**config.mk**
```make
export PLATFORM = sky130hd
export DESIGN_NAME = flit_tx
export DESIGN_NICKNAME = d
export VERILOG_FILES = /design/src/rtl/flit_tx_pkg.sv /design/src/rtl/credit_counter.sv /design/src/rtl/flit_tx.sv
export SDC_FILE = /design/constraint.sdc
export NUM_CORES = 1
export LEC_CHECK = 0
export ABC_AREA = 0
export BUFFER_PORTS_ARGS = -buffer_cell sky130_fd_sc_hd__clkbuf_2
export CAP_MARGIN = 20
export CORE_MARGIN = 1.5
export CORE_UTILIZATION = 51
export CTS_CLUSTER_SIZE = 20
export DETAILED_ROUTE_END_ITERATION = 6
export PLACE_DENSITY_LB_ADDON = 0.25
export REMOVE_ABC_BUFFERS = 1
export SLEW_MARGIN = 20
export SYNTH_ARGS = -nofsm -noshare
export SYNTH_HDL_FRONTEND = slang
export SYNTH_HIERARCHICAL = 1
export SYNTH_SLANG_ARGS = --single-unit
```
**constraint.sdc**
```tcl
create_clock -name clk -period 4.2 [get_ports clk]
set_input_delay 0 -clock clk [delete_from_list [all_inputs] [get_ports clk]]
set_output_delay 0 -clock clk [all_outputs]
set_load 0.02 [all_outputs]
```
**src/rtl/flit_tx_pkg.sv**
```systemverilog
// Shared definitions for the flit transmitter: flit width, flit type encodings, FSM states.
package flit_tx_pkg;

    localparam int unsigned DATA_SIZE = 18;

    typedef enum logic [1:0] {
        FlitBody     = 2'b00,
        FlitTail     = 2'b01,
        FlitHead     = 2'b10,
        FlitHeadTail = 2'b11
    } flit_type_e;

    typedef enum logic [1:0] {
        StIdle,
        StRead,
        StLoad,
        StSend
    } state_e;

    // True for flit types that are only legal outside a packet.
    function automatic logic opens_pkt(flit_type_e t);
        return (t == FlitHead) || (t == FlitHeadTail);
    endfunction

endpackage

```
**src/rtl/credit_counter.sv**
```systemverilog
// Saturating downstream credit counter; overflow pulses when a return would exceed MAX.
module credit_counter #(
    parameter int unsigned MAX = 8,
    parameter int unsigned W   = 4
) (
    input  logic         clk,
    input  logic         rst,
    input  logic         inc,
    input  logic         dec,
    output logic [W-1:0] count,
    output logic         overflow
);

    localparam logic [W-1:0] MaxCount = W'(MAX);

    logic [W-1:0] count_q, count_d;

    always_comb begin
        count_d  = count_q;
        overflow = 1'b0;
        if (inc && !dec) begin
            if (count_q == MaxCount) begin
                overflow = 1'b1;
            end else begin
                count_d = count_q + 1'b1;
            end
        end else if (dec && !inc && (count_q != '0)) begin
            count_d = count_q - 1'b1;
        end
    end

    always_ff @(posedge clk or negedge rst) begin
        if (!rst) begin
            count_q <= MaxCount;
        end else begin
            count_q <= count_d;
        end
    end

    assign count = count_q;

endmodule

```
**src/rtl/flit_tx.sv**
```systemverilog
// Credit-based flit transmitter: fetches flits from a registered source queue and sends
// one flit per three cycles, tracking packet framing and downstream credits.
module flit_tx
    import flit_tx_pkg::*;
#(
    parameter int unsigned CREDITS = 8,
    parameter int unsigned FLIT_W  = DATA_SIZE
) (
    input  logic              clk,
    input  logic              rst,
    input  logic              tx_en,
    input  logic              q_empty,
    input  logic [FLIT_W-1:0] q_data,
    output logic              q_read,
    output logic              q_en,
    output logic              tx_valid,
    output logic [FLIT_W-1:0] tx_flit,
    input  logic              credit_in,
    output logic [3:0]        credits,
    output logic [15:0]       flit_cnt,
    output logic              pkt_err,
    output logic              credit_err
);

    state_e     state_q, state_d;
    logic       start;
    logic       reserve;
    logic       overflow;
    logic       in_pkt_q;
    logic       frame_bad;
    flit_type_e ftype;

    assign start   = tx_en && !q_empty && (credits != 4'd0);
    assign reserve = (state_d == StRead);

    // Type lives in the top two bits of the flit.
    assign ftype     = flit_type_e'(q_data[FLIT_W-1 -: 2]);
    assign frame_bad = opens_pkt(ftype) ? in_pkt_q : !in_pkt_q;

    always_comb begin
        state_d = state_q;
        unique case (state_q)
            StIdle:  if (start) state_d = StRead;
            StRead:  state_d = StLoad;
            StLoad:  state_d = StSend;
            StSend:  state_d = start ? StRead : StIdle;
            default: state_d = StIdle;
        endcase
    end

    credit_counter #(
        .MAX (CREDITS),
        .W   (4)
    ) u_credit_counter (
        .clk      (clk),
        .rst      (rst),
        .inc      (credit_in),
        .dec      (reserve),
        .count    (credits),
        .overflow (overflow)
    );

    always_ff @(posedge clk or negedge rst) begin
        if (!rst) begin
            state_q    <= StIdle;
            q_read     <= 1'b0;
            tx_valid   <= 1'b0;
            tx_flit    <= '0;
            flit_cnt   <= '0;
            in_pkt_q   <= 1'b0;
            pkt_err    <= 1'b0;
            credit_err <= 1'b0;
        end else begin
            state_q  <= state_d;
            q_read   <= reserve;
            tx_valid <= (state_d == StSend);
            if (state_q == StLoad) begin
                tx_flit  <= q_data;
                flit_cnt <= flit_cnt + 16'd1;
                if (ftype == FlitHead) begin
                    in_pkt_q <= 1'b1;
                end else if (ftype == FlitTail) begin
                    in_pkt_q <= 1'b0;
                end
                if (frame_bad) begin
                    pkt_err <= 1'b1;
                end
            end
            if (overflow) begin
                credit_err <= 1'b1;
            end
        end
    end

    assign q_en = q_read;

endmodule
```
==> results of run 1 <==
## timing repair
item / in CTS / in global routing
endpoints found under the setup margin: 0 / 0
hold buffers: 20 / 0
hold endpoints to repair: 63 / 0
## tightest hold or removal path, delay by kind of cell
kind,cells,cell delay (ps)
buffers and inverters,1,70
AO/OA/AOI/OAI,1,190
AND/OR/NAND/NOR,2,110
## final timing paths
check / from / to / slack (ps) / depth (start not counted)
setup / recovery: u_credit_counter/count[1]$_DFFE_PN0P_ / u_credit_counter/count[3]$_DFFE_PN1P_ / 1080 / 9
hold / removal: q_empty / state_q[0]$_DFF_PN0_ / 100 / 4
max in group asynchronous: rst / u_credit_counter/count[3]$_DFFE_PN1P_ / 3600 / 2
min in group asynchronous: rst / flit_cnt[5]$_DFFE_PN0P_ / 220 / 2
hold reg to reg: credit_err$_DFFE_PN0P_ / credit_err$_DFFE_PN0P_ / 470 / 1
setup reg to reg: u_credit_counter/count[1]$_DFFE_PN0P_ / u_credit_counter/count[3]$_DFFE_PN1P_ / 1080 / 9
## stage by stage
stage / util / power, mW / worst slack, ps / cell area [sq um] / hold WS, ps
2_1_floorplan: - / 1.38 / 1140 / 2010 / -296
3_3_place_gp: 0.643 / 1.61 / 1390 / 2410 / 220
3_5_place_dp: 0.643 / 1.67 / 1180 / 2410 / 239
4_1_cts: 0.733 / 2.08 / 1160 / 2740 / 89.7
5_1_grt: 0.734 / 2.19 / 968 / 2750 / 162
6_report: 0.734 / 2.07 / 1080 / 2750 / 104
## layout make-up
class | count | share of cell area
Multi-Input combinational cell | 100 | 0.314
Inverter | 6 | 0.00820
Timing Repair Buffer | 86 | 0.195
Clock buffer | 5 | 0.0251
Tap cell | 48 | 0.0219
Clock inverter | 3 | 0.0251
Sequential cell | 45 | 0.410
## layout by cell type (no fill, tap or decap), types with 2 or more instances in the layout
cell type	n
ha_1	8
inv_1	6
buf_4	2
clkbuf_2	64
nor3_1	7
mux2_2	20
dfrtp_1	44
o21ai_2	2
dlygate4sd3_1	20
xnor2_1	5
nand2b_1	3
clkbuf_8	5
a21o_1	3
nand2_1	4
or3_1	2
xor2_1	13
nor4_1	5
bufinv_16	2
nor2_1	4
nand4_1	5
a21oi_1	2
nand3_1	2
mux2_1	2
nor2b_1	2
## state kept, by name (all words and copies together), names as in the netlist
name                    count
flit_cnt                   16
q_en                        1
u_credit_counter/count      4
credit_err                  1
tx_valid                    1
pkt_err                     1
in_pkt_q                    1
state_q                     2
tx_flit                    18
## power by group
group / switching [mW] / internal, mW
Clock: 0.153 / 0.239
Combinational: 0.524 / 0.405
Sequential: 0.149 / 0.605
## kinds of logic (layout without fill, tap and decap cells)
family	Yosys count	in the layout	share of synthesized area
DFF	45	45	0.553
AOI/OAI and AO/OA	12	12	0.0479
and+or+nand+nor	38	38	0.113
muxes	23	23	0.126
buffers and inverters	10	100	0.0233
xor gates and xnor gates	18	18	0.0773
adders and majority gates	9	9	0.0589
## metal layers
metal	share of wire	vias up	GRT usage
met1	0.41	756	0.249
met5	0	-	0
met4	0.022	0	0.0918
met2	0.52	48	0.396
met3	0.044	11	0.0511
li1	-	719	-
==> metrics.md, run 1 <==
| Metric | Value |
|---|---|
| First drt pass iteration count | 4 |
| Crit path time final | 3120 ps |
| Num rows | 22 |
| Dominant cells by area after synthesis | dfrtp_1 54%, mux2_2 11%, xor2_1 5.6% |
| Share of cells above drive strength 1 | 0.416 |
| Commonest cells post-synth | 44 x dfrtp_1, 20 x mux2_2, 13 x xor2_1, 8 x ha_1, 7 x nor3_1 |
| Clock net sink count | 45 |
| WL final | around 4400 microns |
| Worst Path Max Fanout | 7 |
| Die width | between 60 and 70 microns |
| Worst EP arrival | 3340 ps |
| GRT Total Usage | 0.221 |
| Synth area leader | dfrtp_1 |
| Total of max-cap violations | 0 |
| Most common cell in the synthesized netlist | dfrtp_1 |
| Vert. Die Dim | about 66 microns |
| Dpl hpwl | slightly below 3000 microns |
| Worst Tran Pin Value | approximately 640 ps |
| TritonCTS clock tree | built |
| Max VDD drop | 0.430 mV |
| Iteration-0 DRC Markers | between 50 and 60 |
| Clock Tree Root | clkbuf_8 |
| Clk_lat worst skew | ~300 ps |
| Input/output buffers | 65 |
| # DRC | 0 |
| Syn. warnings | 6 |
| Initial antenna violation count | 0 |
| Post-synthesis cell type count | 33 |
| Final Cycle Share | 0.743 |
| Post-Syn Area | 2040 sq um |
| RSZ-0062 raised after global routing | false |
| Most common flop cell mapped by yosys | dfrtp_1 |
| Cells after DPL | about 270 |
| Post-cts resize count | 0 |
| Antenna viol nets, final | 0 |
| ANT cells | 0 |
| P&R area growth vs syn | 34.7% |
| Async set-or-reset flop fraction in the synthesized netlist | 1.00 |
| Clk buf depth | 2 |
| Relative slew slack | 0.570 |
| Critical-path top delay cell | or4_4 |
| Final setup fails | 0 |
| Final hold vios | 0 |
| Routed len/inst | about 15 microns |
| FF+latch count, synth | 45 |
| First-pass GRT wire length | ~7300 microns |
| Vias per cell | approximately 5.2 |
| WP buf/inv | 0 |
| Largest net degree at the start of global routing | between 40 and 50 |
| Grt ovf | 0 |
| Vias in the first global route | roughly 1600 |
| Max Fclk | between 0.3 and 0.4 GHz |
| Fin Clk Skew | ~4.9 ps |
| Sequence of cells on the critical path | or4_4 -> a311oi_2 -> nor3_1 -> nand2b_1 -> ha_1 -> a21o_1 -> a2111oi_0 -> o21a_1 -> a211oi_1 |
| Routed vias | 1534 |
| Clock slew seen by the registers of the worst setup and hold paths | 90 ps |
| Syn Area/Cell | 13.1 sq um |
| Yosys top cell area share | 0.540 |
| TritonCTS Buffers | 5 |
| Startpoint types | flip-flop |
| Full die area | around 4400 sq um |
| Filler cell count | about 280 |
| Worst endpoint required time | around 4400 ps |
| Top delay family on crit path | compound AO/OA/AOI/OAI gates |
| Crit-path max cell delay | around 570 ps |
| Pleak | 1.35 nW |
| Number of flops mapped to enable cells by yosys | 0 |
| Setup_tns | 0 ps |
| Storage cell area | ~1100 sq um |
| Nets | about 280 |
| # H-tree levels | 2 |
| Mapped Cells | around 160 |
| Seq/Total Area, Yosys | 0.553 |
| Min-Delay Path Class | input port to flip-flop |
| IO Count | 66 |
| GP Congestion | around 0.82 |
| Outcome | finished clean |
| PD cells | approximately 760 nW/um^2 |
| Fin. max-slew vios | 0 |
| Critical Path Sink Type | flip-flop |
| CP Class | flip-flop to flip-flop |
| Multi-input gate area | around 860 sq um |
| Finished Layout Cells | between 200 and 300 |
| Initial Utilization | 0.544 |
| Core Box Area | around 3700 sq um |
| Post-CTS Setup Inserts | 0 |
Power figures use the tool's default switching activity.
==> run 2, diff against run 1 <==
Settings changed: ABC_AREA 0 to 1.
Clock period 4.2 ns to 2.9 ns, I/O delays scaled along.
==> run 2 against run 1 <==
  * Die area grew 5.6%
  * Worst setup slack lost 340 ps
  * Sequential cell count is the same
  * Critical path type unchanged
  * Highest routed layer unchanged
==> metrics.md, run 2 <==
| Metric | Value |
|---|---|
| Clock slew seen by the registers of the worst setup and hold paths | 90 ps (about the same) |
| Max VDD drop | 0.665 mV (+55%) |
| Vias per cell | 4.81 (-8.2%) |
| Initial antenna violation count | 0 (unchanged) |
| RSZ-0062 raised after global routing | false |
| Worst min-delay path startpoint | tx_en |
| Storage cell area | 1130 sq um (unchanged) |
| Commonest cells post-synth | 98 x nand2_1, 44 x dfrtp_1, 15 x inv_1, 12 x nor2_1, 10 x xor2_1 |
| Critical-path top delay cell | dfrtp_1 |
| Seq/Total Area, Yosys | 0.522 (-0.0308) |
| Sw frac | 0.454 (+0.0565) |
| Worst reg2reg path depth | 12 (+3) |
| Worst endpoint required time | 3140 ps (-1280 ps) |
| ANT cells | 0 (unchanged) |
| Crit-path max cell delay | 370 ps (-200 ps) |
| GP Congestion | 0.805 (-1.9%) |
| Vert. Die Dim | 68.1 microns (+2.8%) |
| Largest net degree at the start of global routing | 28 (-39%) |
| Number of flops mapped to enable cells by yosys | 0 (unchanged) |
| Dpl hpwl | 2990 microns (+2.2%) |
| Commonest non-fill, non-tap cell in the layout | nand2_1 |
| Syn Area/Cell | 8.96 sq um (-32%) |
| Final Cycle Share | 0.746 (+0.00347) |
| Core Box Area | 4030 sq um (+7.6%) |
| Largest register FFs | 18 (unchanged) |
| First-pass GRT wire length | 7180 microns (-1.5%) |
| Mapped Cells | 241 (+55%) |
| Worst EP arrival | 2410 ps (-930 ps) |
| Filler cell count | 324 (+14%) |
| Yosys top cell area share | 0.510 (-0.0301) |
| FF+latch count, synth | 45 (unchanged) |
| PD cells | 1010 nW/um^2 (+34%) |
| Biggest register | tx_flit |
| Fin Clk Skew | 5.62 ps (+0.753 ps) |
| Vias in the first global route | 1625 (-0.12%) |
| Commonest non-fill, non-tap cells in the layout | 98 x nand2_1, 65 x clkbuf_2, 44 x dfrtp_1 |
| Clock Tree Root | clkbuf_8 |
| Routed len/inst | 11.8 microns (-20%) |
| Pint | 1.56 mW (+25%) |
| TritonCTS clock tree | built |
| Clk_lat worst skew | 300 ps (about the same) |
| Clk buf depth | 2 (unchanged) |
| Outcome | finished clean |
| Iteration-0 DRC Markers | 77 (+48%) |
| WL final | 4490 microns (+3.1%) |
| Worst flop-to-flop path startpoint | state_q[0]$_DFF_PN0_ |
| Syn. warnings | 6 (unchanged) |
| IO Count | 66 (unchanged) |
| P&R area growth vs syn | 31.0% |
| Critical Path Sink Type | flip-flop |
| # DRC | 0 (unchanged) |
| Sequence of cells on the critical path | inv_1 -> ha_1 -> o2111ai_1 -> a21oi_1 -> inv_2 -> nand2_2 -> ha_1 -> or2_1 -> nand2_1 -> nand2_1 -> nand3_1 -> nand2_1 |
| Share of cells above drive strength 1 | 0.300 (-0.116) |
| Min-Delay Path Class | input port to flip-flop |
| # H-tree levels | 2 (unchanged) |
| GRT Total Usage | 0.214 (-0.00719) |
| Worst Path Max Fanout | 7 (unchanged) |
| Post-CTS Setup Inserts | 0 (unchanged) |
| Most common cell in the synthesized netlist | nand2_1 |
| Post-Syn Area | 2160 sq um (+5.9%) |
| Setup_tns | 0 ps (unchanged) |
| CP Class | flip-flop to flip-flop |
| Most common flop cell mapped by yosys | dfrtp_1 |
| Die width | 68.1 microns (+2.8%) |
| Multi-input gate area | 921 sq um (+6.7%) |
| Fin. max-slew vios | 0 (unchanged) |
| Crit path depth | 12 (+3) |
| Cell Area, Placed | 2530 sq um (+5.4%) |
| Antenna viol nets, final | 0 (unchanged) |
| WP buf/inv | 2 (+2) |
| Worst Tran Pin Value | 511 ps (-129 ps) |
| Final setup fails | 0 (unchanged) |
| Max Fclk | 0.462 GHz (+44%) |
| Net Switching | 1.30 mW (+58%) |
| Post-route cell area | 2830 sq um (+2.9%) |
| TritonCTS Buffers | 5 (unchanged) |
| Async set-or-reset flop fraction in the synthesized netlist | 1.00 (unchanged) |
| Final hold vios | 0 (unchanged) |
| Relative slew slack | 0.660 (+0.0896) |
| Nets | 361 (+31%) |
| Initial Utilization | 0.536 (-0.00874) |
| Crit path from | state_q[0]$_DFF_PN0_ |
| Post-synthesis cell type count | 29 (-12%) |
| Grt ovf | 0 (unchanged) |
| Num rows | 23 (+4.5%) |
| Hold path cells | 3 (-1) |
| Dominant cells by area after synthesis | dfrtp_1 51%, nand2_1 17%, ha_1 4.6% |
| Pleak | 1.55 nW (+15%) |
| Routed vias | 1827 (+19%) |
| Top delay family on crit path | simple AND/OR/NAND/NOR gates |
| Clock net sink count | 45 (unchanged) |
| Gate power share | 0.481 (+0.034) |
| Seq pwr share | 0.370 (+0.006) |
| First drt pass iteration count | 4 (unchanged) |
| Most common cell on crit path | nand2_1 |
| Synth area leader | dfrtp_1 |
| Crit path time final | 2160 ps (-956 ps) |
| Clock power frac | 0.149 (-0.040) |
| Post-cts resize count | 0 (unchanged) |
| Input/output buffers | 65 (unchanged) |
| Startpoint types | flip-flop |
| Total of max-cap violations | 0 (unchanged) |
| Full die area | 4630 sq um (+5.6%) |
[run 2: final cells by class]
| cell class | count | area share |
|---|---|---|
| sequential | 45 | 0.399 |
| inverter | 19 | 0.0270 |
| multi-input combinational | 171 | 0.326 |
| tap | 50 | 0.0221 |
| clock buffer | 7 | 0.0341 |
| clock inverter | 1 | 0.00177 |
| timing repair buffer | 87 | 0.190 |
[run 2: worst paths after layout]
check	end	slack, ps
worst max-delay path	u_credit_counter/count[3]$_DFFE_PN1P_	740
worst min-delay path	state_q[0]$_DFF_PN0_	30
worst max register to register	u_credit_counter/count[3]$_DFFE_PN1P_	740
worst min register to register	tx_flit[10]$_DFFE_PN0P_	470
max in group asynchronous	tx_flit[12]$_DFFE_PN0P_	1950
min in group asynchronous	tx_flit[16]$_DFFE_PN0P_	210
[run 2: power by group through the flow]
stage / Sequential (mW) / Combinational (mW) / Clock [mW]
floorplan: 1.31 / 0.678 / 0
global placement: 1.06 / 1.33 / 0
detailed placement: 1.07 / 1.35 / 0
CTS: 1.06 / 1.38 / 0.434
global route: 1.10 / 1.54 / 0.459
finish: 1.06 / 1.38 / 0.427
[run 2: stage by stage]
step                total power, mW  hold slack [ps]  cells  setup slack, ps  utilization
detailed placement             2.43            -1.41    353              770        0.629
floorplan                      1.99             -296    235             19.0            -
global placement               2.39            -10.4    353              873        0.629
global route                   3.10             42.8    380              553        0.702
finish                         2.87             28.5    380              736        0.702
CTS                            2.87             19.9    380              768        0.702
[run 2: layer usage]
layer / up-vias / part of all wire / global-route usage
met2: 50 / 0.50 / 0.364
met3: 9 / 0.049 / 0.0543
li1: 915 / - / -
met5: - / 0 / 0
met4: 0 / 0.024 / 0.0925
met1: 853 / 0.42 / 0.254
[run 2: logic make-up (layout without fill, tap and decap cells)]
kind of cell,after synthesis,after routing,share of synthesized area
xor+xnor,15,15,0.0609
buf+inv,25,114,0.0510
fa+ha+maj,9,9,0.0557
simple gates,140,140,0.291
compound gates,7,7,0.0191
flops,45,45,0.522
[run 2: what timing repair did]
item	CTS	global route
hold buffers	19	0
setup endpoints to repair	0	0
hold endpoints to repair	35	0
[run 2: worst min-delay path, cell delays in order]
cell and delay, ps:
clkbuf_2 90, o2111ai_1 130, nand2_1 70
==> run 3, diff against run 2 <==
Settings changed: CORE_UTILIZATION 51 to 46.
Clock period 2.9 ns to 1.9 ns, I/O delays scaled along.
==> run 3 against run 2 <==
  * Sequential power increased by 48%
  * Sequential cell count unchanged
  * Fmax increased by 12%
  * Largest cell class unchanged
  * The flow now finishes with violations (design-rule violations, negative setup slack)
  * Highest routed layer unchanged
==> metrics.md, run 3 (same netlist as run 2, synthesis figures left out) <==
| Metric | Value |
|---|---|
| Die width | 71.5 microns (+5.1%) |
| Biggest register | tx_flit |
| Worst flop-to-flop path startpoint | state_q[0]$_DFF_PN0_ |
| Total of max-cap violations | 0 (unchanged) |
| Vias in the first global route | 1785 (+9.8%) |
| Cells after DPL | 363 (+2.8%) |
| Largest net degree at the start of global routing | 28 (unchanged) |
| Crit path from | state_q[0]$_DFF_PN0_ |
| Clk_lat worst skew | 290 ps (about the same) |
| Input/output buffers | 65 (unchanged) |
| Busiest grt layer | met2 |
| Core Box Area | 4440 sq um (+10%) |
| Critical Path Sink Type | flip-flop |
| RR Endpoint | u_credit_counter/count[2]$_DFFE_PN0P_ |
| Fin Clk Skew | 7.50 ps (+1.88 ps) |
| Commonest non-fill, non-tap cells in the layout | 97 x nand2_1, 65 x clkbuf_2, 43 x dfrtp_1 |
| Reg2Reg Setup Slack | -40 ps (-770 ps) |
| Routing usage on met1 | 0.225 (-0.0294) |
| Total power | 4.83 mW (+68%) |
| Crit path time final | 1940 ps (-227 ps) |
| Met2 Resource Use GR | 0.345 (-0.0193) |
| Startpoint types | flip-flop |
| Clk buf depth | 2 (unchanged) |
| First-pass GRT wire length | 7680 microns (+6.9%) |
| ANT cells | 0 (unchanged) |
| WHS | 15.1 ps (-13.4 ps) |
| GP Congestion | 0.767 (-4.7%) |
| Vias per cell | 4.64 (-3.5%) |
| Finished Layout Cells | 392 (+3.2%) |
| Max VDD drop | 0.989 mV (+49%) |
| Setup_tns | -61.4 ps (-61.4 ps) |
| Grt ovf | 0 (unchanged) |
| Worst endpoint required time | 2080 ps (-1060 ps) |
| Full die area | 5110 sq um (+10%) |
| Outcome | finished with violations |
| Clock net sink count | 45 (unchanged) |
| Clock Tree Root | clkbuf_8 |
| Initial antenna violation count | 0 (unchanged) |
| RSZ-0062 raised after global routing | true |
| Largest register FFs | 18 (unchanged) |
| Worst Tran Pin Value | 646 ps (+135 ps) |
| Nets | 371 (+2.8%) |
| Final Cycle Share | 1.02 (+0.273) |
| IO Count | 66 (unchanged) |
| Share of cells above drive strength 1 | 0.353 (+0.0529) |
| Fin. max-slew vios | 0 (unchanged) |
| Max Fclk | 0.516 GHz (+12%) |
| Failing checks | design-rule violations, negative setup slack |
| First drt pass iteration count | 6 (+2) |
| GRT Total Usage | 0.191 (-0.0225) |
| Post-route cell area | 3000 sq um (+6.2%) |
| Min-Delay Path Class | input port to flip-flop |
| Vert. Die Dim | 71.5 microns (+5.1%) |
| Routed vias | 1819 (-0.44%) |
| Final setup fails | 2 (+2) |
| Clock slew seen by the registers of the worst setup and hold paths | 70 ps (-20 ps) |
| Met3 usage | 0.0295 (-0.0247) |
| CP Class | flip-flop to flip-flop |
| Worst Path Max Fanout | 4 (-3) |
| PD cells | 1610 nW/um^2 (+58%) |
| # H-tree levels | 2 (unchanged) |
| Worst reg2reg path depth | 11 (-1) |
| P&R area growth vs syn | 39.1% |
| Num rows | 24 (+4.3%) |
| Worst EP arrival | 2120 ps (-290 ps) |
| Iteration-0 DRC Markers | 65 (-16%) |
| Relative slew slack | 0.569 (-0.0901) |
| Final WS setup | -37.3 ps (-773 ps) |
| TritonCTS clock tree | built |
| Dpl hpwl | 3170 microns (+6.1%) |
| Antenna viol nets, final | 0 (unchanged) |
| Commonest non-fill, non-tap cell in the layout | nand2_1 |
| TritonCTS Buffers | 5 (unchanged) |
| Cell Area, Placed | 2600 sq um (+2.5%) |
| Setup crit end | u_credit_counter/count[2]$_DFFE_PN0P_ |
| Filler cell count | 372 (+15%) |
| Final hold vios | 0 (unchanged) |
| Routed len/inst | 11.8 microns (about the same) |
| Pleak | 1.61 nW (+3.4%) |
| # DRC | 4 (+4) |
| Initial Utilization | 0.486 (-0.0501) |
| WL final | 4640 microns (+3.2%) |
run 3: changes by cell type in the layout (fill, tap and decap cells not counted), moves of 2 or more:
cell     delta
inv_2       +3
inv_1       -3
buf_4       +9
a21oi_1     -2
ha_4        +3
ha_1        -4
a21oi_2     +2
run 3: metrics by stage:
stage          worst slack (ps)  utilization
3_3_place_gp              -39.7        0.584
2_1_floorplan              -981            -
4_1_cts                   -10.6        0.672
5_1_grt                    -130        0.676
3_5_place_dp               -140        0.584
6_report                  -37.3        0.676
run 3: worst min-delay path by stage:
stage               cells after the start  startpoint                       to  slack [ps]
global placement                        1         rst  tx_flit[10]$_DFFE_PN0P_          60
CTS                                     4     q_empty     state_q[0]$_DFF_PN0_          10
floorplan                               0         rst   credit_err$_DFFE_PN0P_        -300
detailed placement                      1         rst   tx_flit[8]$_DFFE_PN0P_          70
global route                            4     q_empty     state_q[0]$_DFF_PN0_          30
finish                                  4     q_empty     state_q[0]$_DFF_PN0_          20
run 3: routing by layer:
layer	share of wire	routed length (microns)
met4	0.020	95
met1	0.44	2020
met5	0	0
met3	0.036	167
met2	0.51	2360
run 3: area by class of cell:
class	count	area, sq um	share of cell area
Sequential cell	45	1130	0.376
Clock inverter	1	30.0	0.0100
Tap cell	52	65.1	0.0217
Inverter	19	76.3	0.0254
Timing Repair Buffer	97	616	0.205
Clock buffer	7	86.3	0.0288
Multi-Input combinational cell	171	1000	0.333
run 3: repair_timing:
item                                    in CTS  in global routing
hold endpoints to repair                    43                  0
pin swaps                                   10                  6
hold buffers                                20                  0
buffers inserted                             0                  2
gates resized for setup                     15                  3
endpoints found under the setup margin       2                  4
run 3: critical path, cell delays in order (launching register included):
cell and delay (ps):
dfrtp_1 420, inv_2 120, ha_4 190, nor2_4 50, a21oi_2 130, a21oi_2 90
inv_2 90, nand2_4 80, fa_1 390, xor2_1 170, nand2_1 60, nand2_1 50
run 3: report_power, final:
group          switching [mW]  internal, mW
logic                    1.57         0.952
clock network           0.306         0.429
registers               0.242          1.33
